**src/rtl/inst_dispatch_sched.sv**
```systemverilog
// -----------------------------------------------------------------------------
// inst_dispatch_sched
//   In-order instruction sequencer for the streaming TPU subsystem. Fetches
//   instruction words over the RD_* interface, decodes them and dispatches
//   each payload to Mover1, Mover2 or the TPU through drive/free handshakes.
//   Completion is reported through FINISH and a STATUS_SEND/STATUS_INFO pulse.
//
// Ports
//   clk, rst            clock, asynchronous active-high reset
//   CAN_READ_INST       program start enable (level)
//   FINISH              high while in the DONE state
//   STATUS_SEND         one-cycle pulse, STATUS_INFO valid
//   STATUS_INFO[31:0]   {stall_cnt[14:0], illegal, inst_cnt[15:0]}
//   RD_START, RD_ADDR   one-cycle fetch request and its address
//   RD_DATA, RD_DONE    fetched word and its one-cycle completion strobe
//   o_drive2*           one-cycle dispatch pulse per unit
//   o_data2*            payload, held from a drive until the next drive
//   i_freeF*            one-cycle completion pulse from each unit
//
// Optional build macro
//   SCHED_PERF_CNT_EN   adds a 15-bit saturating stall counter reported in
//                       STATUS_INFO[31:17]; when undefined those bits are 0.
// -----------------------------------------------------------------------------
module inst_dispatch_sched #(
  parameter int INST_W    = 64,
  parameter int ADDR_W    = 16,
  parameter int BASE_ADDR = 0
) (
  input  logic              clk,
  input  logic              rst,
  input  logic              CAN_READ_INST,
  output logic              FINISH,
  output logic              STATUS_SEND,
  output logic [31:0]       STATUS_INFO,
  output logic              RD_START,
  output logic [ADDR_W-1:0] RD_ADDR,
  input  logic [INST_W-1:0] RD_DATA,
  input  logic              RD_DONE,
  output logic              o_drive2Mover1,
  output logic              o_drive2Mover2,
  output logic              o_drive2TPU,
  output logic [INST_W-5:0] o_data2Mover1,
  output logic [INST_W-5:0] o_data2Mover2,
  output logic [INST_W-5:0] o_data2TPU,
  input  logic              i_freeF_Mover1,
  input  logic              i_freeF_Mover2,
  input  logic              i_freeFTPU
);

  localparam int PW = INST_W - 4;
  localparam logic [ADDR_W-1:0] BASE   = ADDR_W'(BASE_ADDR);
  localparam logic [ADDR_W-1:0] PC_ONE = {{(ADDR_W-1){1'b0}}, 1'b1};

  localparam logic [3:0] OP_NOP    = 4'h0;
  localparam logic [3:0] OP_MOVER1 = 4'h1;
  localparam logic [3:0] OP_MOVER2 = 4'h2;
  localparam logic [3:0] OP_TPU    = 4'h3;
  localparam logic [3:0] OP_SYNC   = 4'h4;
  localparam logic [3:0] OP_END    = 4'hF;

  // DRAIN is the part of DONE that waits for outstanding units; DONE proper
  // is entered once everything is idle and the status word has been sent.
  typedef enum logic [2:0] {
    S_IDLE       = 3'd0,
    S_FETCH_REQ  = 3'd1,
    S_FETCH_WAIT = 3'd2,
    S_DECODE     = 3'd3,
    S_DISPATCH   = 3'd4,
    S_SYNC_WAIT  = 3'd5,
    S_DRAIN      = 3'd6,
    S_DONE       = 3'd7
  } state_e;

  state_e              state_q, state_d;
  logic [ADDR_W-1:0]   pc_q, pc_d;
  logic [INST_W-1:0]   inst_q, inst_d;
  logic [2:0]          busy_q, busy_d;
  logic [15:0]         inst_cnt_q, inst_cnt_d;
  logic                illegal_q, illegal_d;
  logic                rd_start_q;
  logic [ADDR_W-1:0]   rd_addr_q;
  logic                finish_q;
  logic                status_send_q, status_send_d;
  logic [31:0]         status_q, status_d;
  logic [PW-1:0]       data1_q, data2_q, data3_q;

  logic [3:0]          opcode_s;
  logic [PW-1:0]       payload_s;
  logic [2:0]          sel_s;
  logic [2:0]          fire_s;
  logic [2:0]          free_s;
  logic [14:0]         stall_val_s;

  assign opcode_s  = inst_q[INST_W-1 -: 4];
  assign payload_s = inst_q[PW-1:0];
  assign free_s    = {i_freeFTPU, i_freeF_Mover2, i_freeF_Mover1};

  // Target unit of the latched instruction as a one-hot {TPU, Mover2, Mover1}.
  always_comb begin
    case (opcode_s)
      OP_MOVER1: sel_s = 3'b001;
      OP_MOVER2: sel_s = 3'b010;
      OP_TPU:    sel_s = 3'b100;
      default:   sel_s = 3'b000;
    endcase
  end

  // Next-state logic for the sequencer FSM, counters and busy flags.
  always_comb begin
    state_d       = state_q;
    pc_d          = pc_q;
    inst_d        = inst_q;
    inst_cnt_d    = inst_cnt_q;
    illegal_d     = illegal_q;
    status_d      = status_q;
    status_send_d = 1'b0;
    fire_s        = 3'b000;
    case (state_q)
      S_IDLE: begin
        if (CAN_READ_INST) begin
          state_d    = S_FETCH_REQ;
          pc_d       = BASE;
          inst_cnt_d = 16'd0;
          illegal_d  = 1'b0;
          status_d   = 32'd0;
        end else begin
          state_d = S_IDLE;
        end
      end
      S_FETCH_REQ: state_d = S_FETCH_WAIT;
      S_FETCH_WAIT: begin
        if (RD_DONE) begin
          inst_d  = RD_DATA;
          state_d = S_DECODE;
        end else begin
          state_d = S_FETCH_WAIT;
        end
      end
      S_DECODE: begin
        case (opcode_s)
          OP_MOVER1, OP_MOVER2, OP_TPU: state_d = S_DISPATCH;
          OP_SYNC: state_d = S_SYNC_WAIT;
          OP_END:  state_d = S_DRAIN;
          OP_NOP: begin
            pc_d    = pc_q + PC_ONE;
            state_d = S_FETCH_REQ;
          end
          default: begin
            illegal_d = 1'b1;
            pc_d      = pc_q + PC_ONE;
            state_d   = S_FETCH_REQ;
          end
        endcase
      end
      S_DISPATCH: begin
        // Busy is sampled from the register, so a free arriving during a
        // stall lets the drive go out on the following cycle.
        if ((busy_q & sel_s) == 3'b000) begin
          fire_s  = sel_s;
          pc_d    = pc_q + PC_ONE;
          state_d = S_FETCH_REQ;
          if (inst_cnt_q != 16'hFFFF) begin
            inst_cnt_d = inst_cnt_q + 16'd1;
          end else begin
            inst_cnt_d = inst_cnt_q;
          end
        end else begin
          state_d = S_DISPATCH;
        end
      end
      S_SYNC_WAIT: begin
        if (busy_q == 3'b000) begin
          pc_d    = pc_q + PC_ONE;
          state_d = S_FETCH_REQ;
        end else begin
          state_d = S_SYNC_WAIT;
        end
      end
      S_DRAIN: begin
        if (busy_q == 3'b000) begin
          state_d       = S_DONE;
          status_send_d = 1'b1;
          status_d      = {stall_val_s, illegal_q, inst_cnt_q};
        end else begin
          state_d = S_DRAIN;
        end
      end
      S_DONE: begin
        if (!CAN_READ_INST) begin
          state_d = S_IDLE;
        end else begin
          state_d = S_DONE;
        end
      end
      default: state_d = S_IDLE;
    endcase
    busy_d = (busy_q & ~free_s) | fire_s;
  end

  // Sequencer state, counters, busy flags and registered outputs.
  always_ff @(posedge clk or posedge rst) begin
    if (rst) begin
      state_q       <= S_IDLE;
      pc_q          <= BASE;
      inst_q        <= {INST_W{1'b0}};
      busy_q        <= 3'b000;
      inst_cnt_q    <= 16'd0;
      illegal_q     <= 1'b0;
      rd_start_q    <= 1'b0;
      rd_addr_q     <= {ADDR_W{1'b0}};
      finish_q      <= 1'b0;
      status_send_q <= 1'b0;
      status_q      <= 32'd0;
      data1_q       <= {PW{1'b0}};
      data2_q       <= {PW{1'b0}};
      data3_q       <= {PW{1'b0}};
    end else begin
      state_q       <= state_d;
      pc_q          <= pc_d;
      inst_q        <= inst_d;
      busy_q        <= busy_d;
      inst_cnt_q    <= inst_cnt_d;
      illegal_q     <= illegal_d;
      rd_start_q    <= (state_d == S_FETCH_REQ);
      rd_addr_q     <= (state_d == S_FETCH_REQ) ? pc_d : rd_addr_q;
      finish_q      <= (state_d == S_DONE);
      status_send_q <= status_send_d;
      status_q      <= status_d;
      data1_q       <= fire_s[0] ? payload_s : data1_q;
      data2_q       <= fire_s[1] ? payload_s : data2_q;
      data3_q       <= fire_s[2] ? payload_s : data3_q;
    end
  end

`ifdef SCHED_PERF_CNT_EN
  logic [14:0] stall_q, stall_d;
  logic        stall_cycle_s;
  logic        start_s;

  // Stall cycles: blocked dispatch, or waiting on any busy unit in SYNC/DONE.
  always_comb begin
    start_s       = (state_q == S_IDLE) && CAN_READ_INST;
    stall_cycle_s = ((state_q == S_DISPATCH) && ((busy_q & sel_s) != 3'b000)) ||
                    (((state_q == S_SYNC_WAIT) || (state_q == S_DRAIN)) && (busy_q != 3'b000));
    if (start_s) begin
      stall_d = 15'd0;
    end else if (stall_cycle_s && (stall_q != 15'h7FFF)) begin
      stall_d = stall_q + 15'd1;
    end else begin
      stall_d = stall_q;
    end
  end

  // Saturating stall counter register.
  always_ff @(posedge clk or posedge rst) begin
    if (rst) begin
      stall_q <= 15'd0;
    end else begin
      stall_q <= stall_d;
    end
  end

  assign stall_val_s = stall_q;
`else
  assign stall_val_s = 15'd0;
`endif

  // Drives are decoded from registered state only; the data bus shows the
  // new payload in the drive cycle and then holds it.
  assign o_drive2Mover1 = fire_s[0];
  assign o_drive2Mover2 = fire_s[1];
  assign o_drive2TPU    = fire_s[2];
  assign o_data2Mover1  = fire_s[0] ? payload_s : data1_q;
  assign o_data2Mover2  = fire_s[1] ? payload_s : data2_q;
  assign o_data2TPU     = fire_s[2] ? payload_s : data3_q;

  assign RD_START    = rd_start_q;
  assign RD_ADDR     = rd_addr_q;
  assign FINISH      = finish_q;
  assign STATUS_SEND = status_send_q;
  assign STATUS_INFO = status_q;

endmodule

```
**config.mk**
```make
export PLATFORM = sky130hd
export DESIGN_NAME = inst_dispatch_sched
export DESIGN_NICKNAME = d
export VERILOG_FILES = /design/src/rtl/inst_dispatch_sched.sv
export SDC_FILE = /design/constraint.sdc
export NUM_CORES = 1
export LEC_CHECK = 0
export CORE_ASPECT_RATIO = 0.5
export CORE_UTILIZATION = 40
export CTS_BUF_LIST = sky130_fd_sc_hd__clkbuf_4 sky130_fd_sc_hd__clkbuf_8 sky130_fd_sc_hd__clkbuf_16
export CTS_CLUSTER_DIAMETER = 30
export DETAILED_ROUTE_END_ITERATION = 7
export PLACE_DENSITY = 0.66
export SYNTH_ARGS = -nofsm -noshare
export SYNTH_HDL_FRONTEND = slang
export SYNTH_SLANG_ARGS = --single-unit
```
**constraint.sdc**
```tcl
create_clock -name clk -period 18 [get_ports clk]
set_input_delay 3.6 -clock clk [delete_from_list [all_inputs] [get_ports clk]]
set_output_delay 3.6 -clock clk [all_outputs]
set_load 0.05 [all_outputs]
```
# ---- After elaboration in Yosys (flattened, before gate mapping)
# Cells that the tools add are included.
dict set report totals {
  ff_bits 334
  in_bits 71
  out_inout_bits 234
  wordCells 85
}
dict set report classes {
  n_addsub 2
  n_eq_ne 20
  mux 31
  bitwise 4
  n_reduce_logical 14
}
# cell count
set ops {}
lappend ops {{2-to-1 mux 60 bit} 3}
lappend ops {{2-to-1 mux 16 bit} 7}
lappend ops {{2-to-1 mux 32 bit} 2}
lappend ops {{one-hot mux 16 bit (4 select lines)} 1}
lappend ops {{one-hot mux 32 bit (2 select lines)} 1}
lappend ops {{adder 16 x 1 -> 16 bit, second input constant} 2}
lappend ops {{one-hot mux 16 bit (2 select lines)} 1}
lappend ops {{one-hot mux 3 bit (8 select lines)} 1}
lappend ops {{one-hot mux 3 bit (3 select lines)} 2}
lappend ops {{!= test 16 bit, second input constant} 1}
lappend ops {{equality test 3 bit, second input constant} 5}
lappend ops {{2-to-1 mux 3 bit} 5}
lappend ops {{!= test 2 bit, second input constant} 5}
lappend ops {{zero test 3 bit} 3}
lappend ops {{equality test 4 x 2 -> 1 bit, second input constant} 2}
lappend ops {{2-to-1 mux 1 bit} 7}
lappend ops {{bitwise AND 3 bit} 2}
lappend ops {{equality test 3 x 1 -> 1 bit, second input constant} 2}
lappend ops {{equality test 3 x 2 -> 1 bit, second input constant} 2}
lappend ops {{AND reduction 3 bit} 2}
lappend ops {{nonzero test 2 bit} 3}
lappend ops {{OR reduction 6 bit} 1}
lappend ops {{OR reduction 5 bit} 1}
lappend ops {{equality test 4 x 1 -> 1 bit, second input constant} 1}
lappend ops {{9 further kinds} 9}

# ---- Depth between registers and ports, before layout
# Gate-level depths: netlist of the first run.
dict set report depth {
  depth_word 7
  depth_mapped 9
  depth_no_buf 7
}

# ---- Least setup slack after synthesis of the first run
# No wires, ideal clock.
dict set report synth_timing {
  path_type {reg-to-output}
  startpoint {register state_q[1]}
  endpoint {output port o_data2TPU[50]}
  arrival_ns 2.432
  setup_slack_ns 11.968
  stages_incl_launch_ff 9
  cell_sequence {dfrtp_1 > buf_2 > nand2b_4 > nor4_2 > nand4_1 > clkinv_1 > buf_1 > nand2_1 > nand2_1}
}
dict set report synth_via {
  elab_chain_len 3
}
# item line
set synth_lines {}
lappend synth_lines {{start, declared} 74} ;# state_e state_q, state_d;
lappend synth_lines {{start signal, assigned} 218} ;# state_q <= state_d;
lappend synth_lines {{equality test 3 bit} 118} ;# case (state_q)
lappend synth_lines {{2-to-1 mux 3 bit} 118}
lappend synth_lines {{net o_drive2TPU} 41} ;# output logic o_drive2TPU,
lappend synth_lines {{2-to-1 mux 60 bit} 275} ;# assign o_data2TPU = fire_s[2] ? payload_s : data3_q;
lappend synth_lines {{end, declared} 44} ;# output logic [INST_W-5:0] o_data2TPU,
# The timed path passes the listed nets, and every way through them passes these cells.

# ---- Final worst setup path of the first run
dict set report layout_timing {
  startpoint {register state_q[2]}
  endpoint {output port o_data2Mover1[7]}
}
dict set report layout_via {
  elab_chain_len 3
}
# item line
set layout_lines {}
lappend layout_lines {{equality test 3 bit} 118}
lappend layout_lines {{2-to-1 mux 3 bit} 118}
lappend layout_lines {{2-to-1 mux 60 bit} 273} ;# assign o_data2Mover1 = fire_s[0] ? payload_s : data1_q;
lappend layout_lines {{end, declared} 42} ;# output logic [INST_W-5:0] o_data2Mover1,
# Every way passes these cells.

==> impl_metrics.yaml, run 1 <==
synth:
  ys.flop_type: "dfrtp_1"
  ys_types: 58
  synth-edff-count: 0
  synth-seq-cells: 319
  synth_most_common_cell: "nand2_1"
  yosysSeqAreaShare_pct: 62.1
  syn_area_per_cell_um2: 9.76
  synth_area_leaders: "dfrtp_1, nand2_1, mux2_2"
  synth.top_cell.area_share_pct: 62.1
  syn_area_um2: 12900
  async_reset_ff_share_pct: 100
  synth_top_area_cell: "dfrtp_1"
  synthTopCellsByCount: "nand2_1, dfrtp_1, mux2_2"
  synthCells: 1318
  synth.yosys.warnings: 0
placement:
  dpl-instance-area_um2: 16000
  dpl.hpwl_um: 24200
  gp_congestion: 0.842
  port_buffers: 289
global_route:
  grt_overflow_total: 0
  grt_pass1_wl_um: 57500
  grt_usage_pct: 22.0
  grt_max_degree: 94
  antenna_found_initial: 1
  grt_pass1_vias: 10300
min_path:
  hold_class: "flip-flop to flip-flop"
timing:
  hold_viol_final: 0
  drv_slew: 0
  max-slew-margin-rel_pct: 19.5
  fin_crit_ps: 8020
  clock_skew_ps: 19.3
  fmax_ghz: 0.125
  fin_tns_setup_ps: 0
  setup-violations-final: 0
  tightest_slew_ps: 1210
  rsz0062_at_grt: "false"
  timing.final.crit_share_pct: 44.5
status:
  outcome: "complete, no violations"
worst_setup_path:
  cp.arrival_ps: 4420
  crit_type: "flip-flop to output port"
  critPathLaunchType: "flip-flop"
  cp-end-kind: "output port"
  cp_max_fo: 62
  crit_required_ps: 14400
power:
  powerDensity_nw_per_um2: 194
  p_leak_nw: 8.50
  p_total_mw: 3.40
  peakVddDrop_mv: 0.103
job:
  cap_violations: 0
floorplan:
  initial_core_util_pct: 41.5
  io_pins: 305
  die_h_um: 129
  coreArea_um2: 31000
  dieArea_um2: 32900
  die_w_um: 256
  rows: 45
detailed_routing:
  via_count: 10200
  wl_um: 36500
  wire_per_inst_um: 17.8
  drtIter0Drc: 681
  postRouteAntennaNets: 0
  first_pass_iters: 5
  route.detailed.drc: 0
  via_per_inst: 4.98
cells_and_area:
  final_nets: 1667
  area_growth_pct: 35.9
  drive_gt1_share_pct: 10.2
  stdcell_area_um2: 17500
cts:
  cts.sinks: 319
  post_cts_buffers: 0
  cts_buffers: 42
  cts_resized: 0
  cts_tree: "done"
  clkTransAtPathRegs_ps: 60
  hold_buffers: 0
  h-tree-depth: 2
  cts_root_buf: "clkbuf_16"
  cts_buffer_depth: 3
  insertion_delay_ps: 540
==> state kept, by name (all words and copies together), names as in the netlist, 3 cells and up <==
name,cells
RD_ADDR,16
data3_q,60
inst_cnt_q,16
inst_q,64
state_q,3
busy_q,3
STATUS_INFO,17
data2_q,60
pc_q,16
data1_q,60
==> power by group <==
| group | leakage [nW] | internal [mW] | total [mW] | switching (mW) |
|---|---|---|---|---|
| Clock | 0.706 | 0.533 | 0.860 | 0.327 |
| Sequential | 4.27 | 0.955 | 1.11 | 0.160 |
| Combinational | 3.52 | 0.455 | 1.42 | 0.970 |
==> metal layers <==
layer  wire length [µm]  share of wire [%]  global-route usage (%)  vias to the layer above
met2              18700                 51                    38.3                      222
met5                  0                  0                       0                        -
met4                889                2.4                    7.82                        0
met3               1230                3.4                    3.39                       55
met1              15700                 43                    28.3                     5108
li1                   -                  -                       -                     4819
==> layout make-up <==
class	count	area [µm²]
multi-input combinational	917	4480
inverter	17	71.3
clock inverter	24	267
tap	423	529
antenna	2	5.00
timing repair buffer	297	2950
fill	2709	13500
sequential	319	7980
clock buffer	52	1190
==> final timing paths <==
kind	startpoint	end	slack, ps	depth (start not counted)
max in group asynchronous	rst	RD_ADDR[12]	12010	4
worst max register to register	state_q[2]	data1_q[7]	14880	7
min in group asynchronous	rst	data3_q[23]	3550	2
worst min register to register	STATUS_INFO[2]	STATUS_INFO[2]	460	2
worst min-delay path	STATUS_INFO[2]	STATUS_INFO[2]	460	2
worst max-delay path	state_q[2]	o_data2Mover1[7]	9980	8
==> worst max-delay path, cell delays in order, from the launching register on <==
cell	delay (ps)
dfrtp_1	620
nand2b_4	100
nor4_2	380
nand3_2	120
buf_4	370
inv_2	970
nand2_1	230
nand2_1	180
clkdlybuf4s50_1	830
==> logic make-up (layout without fill, tap and decap cells) <==
family | Yosys count | after routing | synth area share (%)
buffers and inverters | 96 | 390 | 3.57
other | 1 | 17 | 0.0292
multiplexers | 64 | 64 | 5.59
flip-flops | 319 | 319 | 62.1
AO/OA/AOI/OAI | 107 | 107 | 5.15
XOR/XNOR | 5 | 5 | 0.341
AND/OR/NAND/NOR | 724 | 724 | 23.1
adder cells (fa/ha/maj) | 2 | 2 | 0.195
==> metrics by stage <==
step	hold WS, ps	util (%)	setup slack (ps)	cells
floorplan	465	-	5570	1332
global placement	453	51.7	10640	1973
detailed placement	457	51.7	10550	1973
CTS	469	56.4	9980	2049
global route	482	56.5	9710	2050
finish	464	56.5	9980	2051
==> cells in the final DEF, fill, tap and decap left out, types with 11 or more instances in the layout <==
master / Yosys / routed
conb_1: 1 / 15
nand2_1: 618 / 618
nand3_1: 31 / 29
nor2_1: 16 / 16
clkdlybuf4s50_1: 0 / 289
or3_1: 11 / 11
o21ai_0: 23 / 23
mux2_2: 63 / 63
inv_1: 14 / 13
dfrtp_1: 319 / 319
a21oi_1: 44 / 44
clkbuf_16: 0 / 43
Power figures use the tool's default switching activity.
==> inputs of run 2 (changes only) <==
==> constraint.sdc (replaced) <==
create_clock -name clk -period 7.88 [get_ports clk]
set_input_delay 1.576 -clock clk [delete_from_list [all_inputs] [get_ports clk]]
set_output_delay 1.576 -clock clk [all_outputs]
set_load 0.05 [all_outputs]
==> impl_metrics.yaml, run 2 (synthesized netlist as in run 1, its figures left out) <==
cts:
  hold_buffers: 0
  cts_buffer_depth: 3
  clkTransAtPathRegs_ps: 60
  cts_tree: "done"
  cts_buffers: 45
  h-tree-depth: 2
  cts.sinks: 319
  insertion_delay_ps: 550
  cts_root_buf: "clkbuf_16"
  post_cts_buffers: 0
  cts_resized: 0
timing:
  max-slew-margin-rel_pct: 25.4
  rsz0062_at_grt: "false"
  setup-violations-final: 0
  clock_skew_ps: 23.2
  fin_crit_ps: 5760
  timing.final.crit_share_pct: 73.0
  fin_tns_setup_ps: 0
  whs_ps: 463
  fmax_ghz: 0.174
  tightest_slew_ps: 1110
  hold_viol_final: 0
  drv_slew: 0
  setup_slack_ps: 2120
global_route:
  grt_usage_pct: 22.7
  grt_overflow_total: 0
  antenna_found_initial: 3
  grt_pass1_vias: 10600
  grt_pass1_wl_um: 59100
  grt_max_degree: 173
power:
  powerDensity_nw_per_um2: 451
  p_leak_nw: 8.59
  peakVddDrop_mv: 0.285
placement:
  dpl.hpwl_um: 24600
  dpl-instance-area_um2: 16000
  port_buffers: 289
  dp_slack_ps: 2730
  gp_congestion: 0.849
worst_setup_path:
  cp-end-kind: "output port"
  critPathLaunchType: "flip-flop"
  crit_type: "flip-flop to output port"
  cp_max_fo: 62
  crit_required_ps: 6300
  cp.arrival_ps: 4180
detailed_routing:
  via_count: 10300
  drtIter0Drc: 674
  wl_um: 37300
  wire_per_inst_um: 18.1
  postRouteAntennaNets: 0
  via_per_inst: 4.97
  first_pass_iters: 5
  route.detailed.drc: 0
cells_and_area:
  post-route-util_pct: 57.1
  layout_commonest_cell: "nand2_1"
  final_nets: 1672
  area_growth_pct: 37.6
  fillers: 2696
  stdcell_area_um2: 17700
  largest_reg_flops: 64
  drive_gt1_share_pct: 10.8
  final_cell_mix: "nand2_1, dfrtp_1, clkdlybuf4s50_1"
  regMostFlops: "inst_q"
job:
  cap_violations: 0
floorplan:
  rows: 45
  die_w_um: 256
  initial_core_util_pct: 41.5
  dieArea_um2: 32900
  io_pins: 305
  die_h_um: 129
  coreArea_um2: 31000
status:
  outcome: "complete, no violations"
min_path:
  hold_class: "flip-flop to flip-flop"
-- run 2: changes by cell type in the layout (fill, tap and decap cells not counted), sizes merged --
cell    previous run  this run
clkbuf            52        53
inv               23        25
bufinv             4         6
diode              2         3
clkinv             7        10
buf                8        10
-- run 2: layout make-up --
class	count	area, µm²	share of cell area, %
inverters	17	67.6	0.382
repair buffers	299	2980	16.8
flip-flops and latches	319	7980	45.1
clock buffers	53	1230	6.97
diodes	3	7.51	0.0424
multi-input cells	917	4480	25.3
clock inverters	31	408	2.31
well taps	423	529	2.99
-- run 2: per-layer routing --
layer	vias to the layer above	wire length, µm	track usage, %
met3	71	1360	3.41
met2	242	18800	39.3
li1	4854	-	-
met5	-	0	0
met1	5089	15900	29.0
met4	0	1240	9.51
-- run 2: path summary, 6_finish.rpt --
check                                    start               end  slack, ps  depth (start not counted)
worst min register to register  STATUS_INFO[4]    STATUS_INFO[4]        460                          2
worst max register to register      state_q[2]        data2_q[6]       4990                          8
worst max-delay path                state_q[2]  o_data2Mover2[6]       2120                          9
max in group asynchronous                  rst    STATUS_INFO[6]       5160                          3
min in group asynchronous                  rst        inst_q[51]       1340                          2
worst min-delay path            STATUS_INFO[4]    STATUS_INFO[4]        460                          2
-- run 2: worst max-delay path: stages (launching register included) --
cell             delay [ps]
dfrtp_1                 600
nand2b_4                110
nor4_2                  400
nand3_2                 120
buf_4                   360
inv_2                   470
buf_4                   470
nand2_1                 130
nand2_1                 120
clkdlybuf4s50_1         810
-- run 2: per-stage QoR --
step | power [mW] | instances
detailed placement | 5.84 | 1975
CTS | 8.04 | 2059
floorplan | 4.70 | 1332
global route | 8.34 | 2062
global placement | 5.79 | 1975
finish | 7.98 | 2062
-- run 2: power by group --
group          switching (mW)  internal (mW)  total (mW)  leakage [nW]
Clock                   0.811           1.35        2.16         0.788
Combinational            2.22           1.04        3.26          3.53
Sequential              0.376           2.18        2.56          4.27
Total                    3.41           4.57        7.98          8.59
==> inputs of run 3 (changes only) <==
==> constraint.sdc (replaced) <==
create_clock -name clk -period 5.35 [get_ports clk]
set_input_delay 1.07 -clock clk [delete_from_list [all_inputs] [get_ports clk]]
set_output_delay 1.07 -clock clk [all_outputs]
set_load 0.05 [all_outputs]
==> impl_metrics.yaml, run 3 (synthesized netlist as in run 1, its figures left out) <==
status:
  outcome: "complete, no violations"
floorplan:
  coreArea_um2: 31000
  die_h_um: 129
  die_w_um: 256
  rows: 45
  initial_core_util_pct: 41.5
  io_pins: 305
  dieArea_um2: 32900
worst_setup_path:
  crit_type: "flip-flop to output port"
  cp_slowest_stage_delay_ps: 820
  cp_num_buf_inv: 3
  critical_path.slowest_cell: "clkdlybuf4s50_1"
  critPathLaunchType: "flip-flop"
  cp_max_fo: 26
  worstReg2RegStart: "state_q[2]"
  crit_start: "state_q[2]"
  crit_chain: "nand2b_4 > nor4_2 > nand4_1 > inv_2 > buf_4 > nand2_1 > nand2_1 > clkdlybuf4s50_1"
  cp.arrival_ps: 3600
  cp-end-kind: "output port"
  crit_path_frequent_cell: "nand2_1"
  critical_path.top_delay_family: "buffers and inverters"
  crit_required_ps: 4280
cells_and_area:
  largest_reg_flops: 64
  fillers: 2710
  final_cell_mix: "nand2_1, dfrtp_1, clkdlybuf4s50_1"
  regMostFlops: "inst_q"
  area_growth_pct: 37.1
  layout_commonest_cell: "nand2_1"
  drive_gt1_share_pct: 10.5
  seqCellArea_um2: 7980
  multi_input_area_um2: 4480
  final_nets: 1671
job:
  cap_violations: 0
placement:
  port_buffers: 289
  dpl.hpwl_um: 24700
  gp_congestion: 0.866
  dp_slack_ps: 1200
timing:
  fin_crit_ps: 4670
  fmax_ghz: 0.214
  whs_ps: 460
  timing.final.crit_share_pct: 87.2
  drv_slew: 0
  clock_skew_ps: 11.3
  rsz0062_at_grt: "false"
  fin_tns_setup_ps: 0
  hold_viol_final: 0
  setup-violations-final: 0
  tightest_slew_ps: 1130
  max-slew-margin-rel_pct: 24.3
  setup_slack_ps: 685
detailed_routing:
  first_pass_iters: 7
  wire_per_inst_um: 17.7
  postRouteAntennaNets: 0
  via_per_inst: 4.96
  wl_met2_um: 18700
  drtIter0Drc: 723
  via_count: 10200
  highest_layer: "met4"
  wl_met3_um: 1240
  route.detailed.drc: 0
  wl_um: 36400
  wl_met1_um: 15300
power:
  peakVddDrop_mv: 0.352
  p_leak_nw: 8.56
  powerDensity_nw_per_um2: 652
  p_total_mw: 11.5
global_route:
  grt_pass1_wl_um: 57500
  grt_usage_pct: 22.0
  grt_overflow_total: 0
  grt_pass1_vias: 10300
  antenna_found_initial: 1
  grt_max_degree: 120
cts:
  post_cts_buffers: 0
  hold_buffers: 0
  cts_buffer_depth: 3
  clkTransAtPathRegs_ps: 60
  cts_tree: "done"
  cts_resized: 0
  cts_root_buf: "clkbuf_16"
  insertion_delay_ps: 530
  h-tree-depth: 2
  cts_buffers: 42
  cts.sinks: 319
min_path:
  hold_class: "flip-flop to flip-flop"
  holdCritStartpoint: "STATUS_INFO[2]"
==> run 3: final cells by class <==
class                      instances  area share [%]
sequential                       319            45.3
multi-input combinational        917            25.4
timing repair buffer             301            17.3
clock buffer                      50            6.67
tap                              423            3.00
clock inverter                    27            1.86
inverter                          17           0.383
antenna                            1          0.0142
==> run 3: path summary, 6_finish.rpt <==
path	to	cells after the start	slack (ps)
setup / recovery	o_data2TPU[28]	8	680
hold / removal	STATUS_INFO[2]	2	460
setup reg to reg	inst_q[45]	4	2800
hold reg to reg	STATUS_INFO[2]	2	460
max in group asynchronous	STATUS_INFO[2]	3	3640
min in group asynchronous	data3_q[51]	3	1130
==> run 3: power by group <==
group | internal, mW | switching, mW | total (mW) | leakage, nW
clock network | 1.81 | 1.14 | 2.94 | 0.723
logic | 1.54 | 3.27 | 4.81 | 3.56
registers | 3.21 | 0.541 | 3.75 | 4.27
==> run 3: stage by stage <==
stage | area, µm² | std cells | util [%]
detailed placement | 16100 | 1977 | 52.1
floorplan | 12900 | 1332 | -
global route | 17600 | 2055 | 56.9
finish | 17600 | 2055 | 56.9
CTS | 17600 | 2054 | 56.9
global placement | 16100 | 1977 | 52.1
==> run 3: routing by layer <==
layer	global-route usage, %	up-vias
li1	-	4834
met1	27.4	5048
met2	38.9	248
met3	3.49	69
met4	8.35	0
met5	0	-
==> run 3: worst register-to-register path: stages (launching register included) <==
cell and delay [ps]:
dfrtp_1 530, nor2b_1 360, and3_2 830, buf_12 330, mux2_2 390
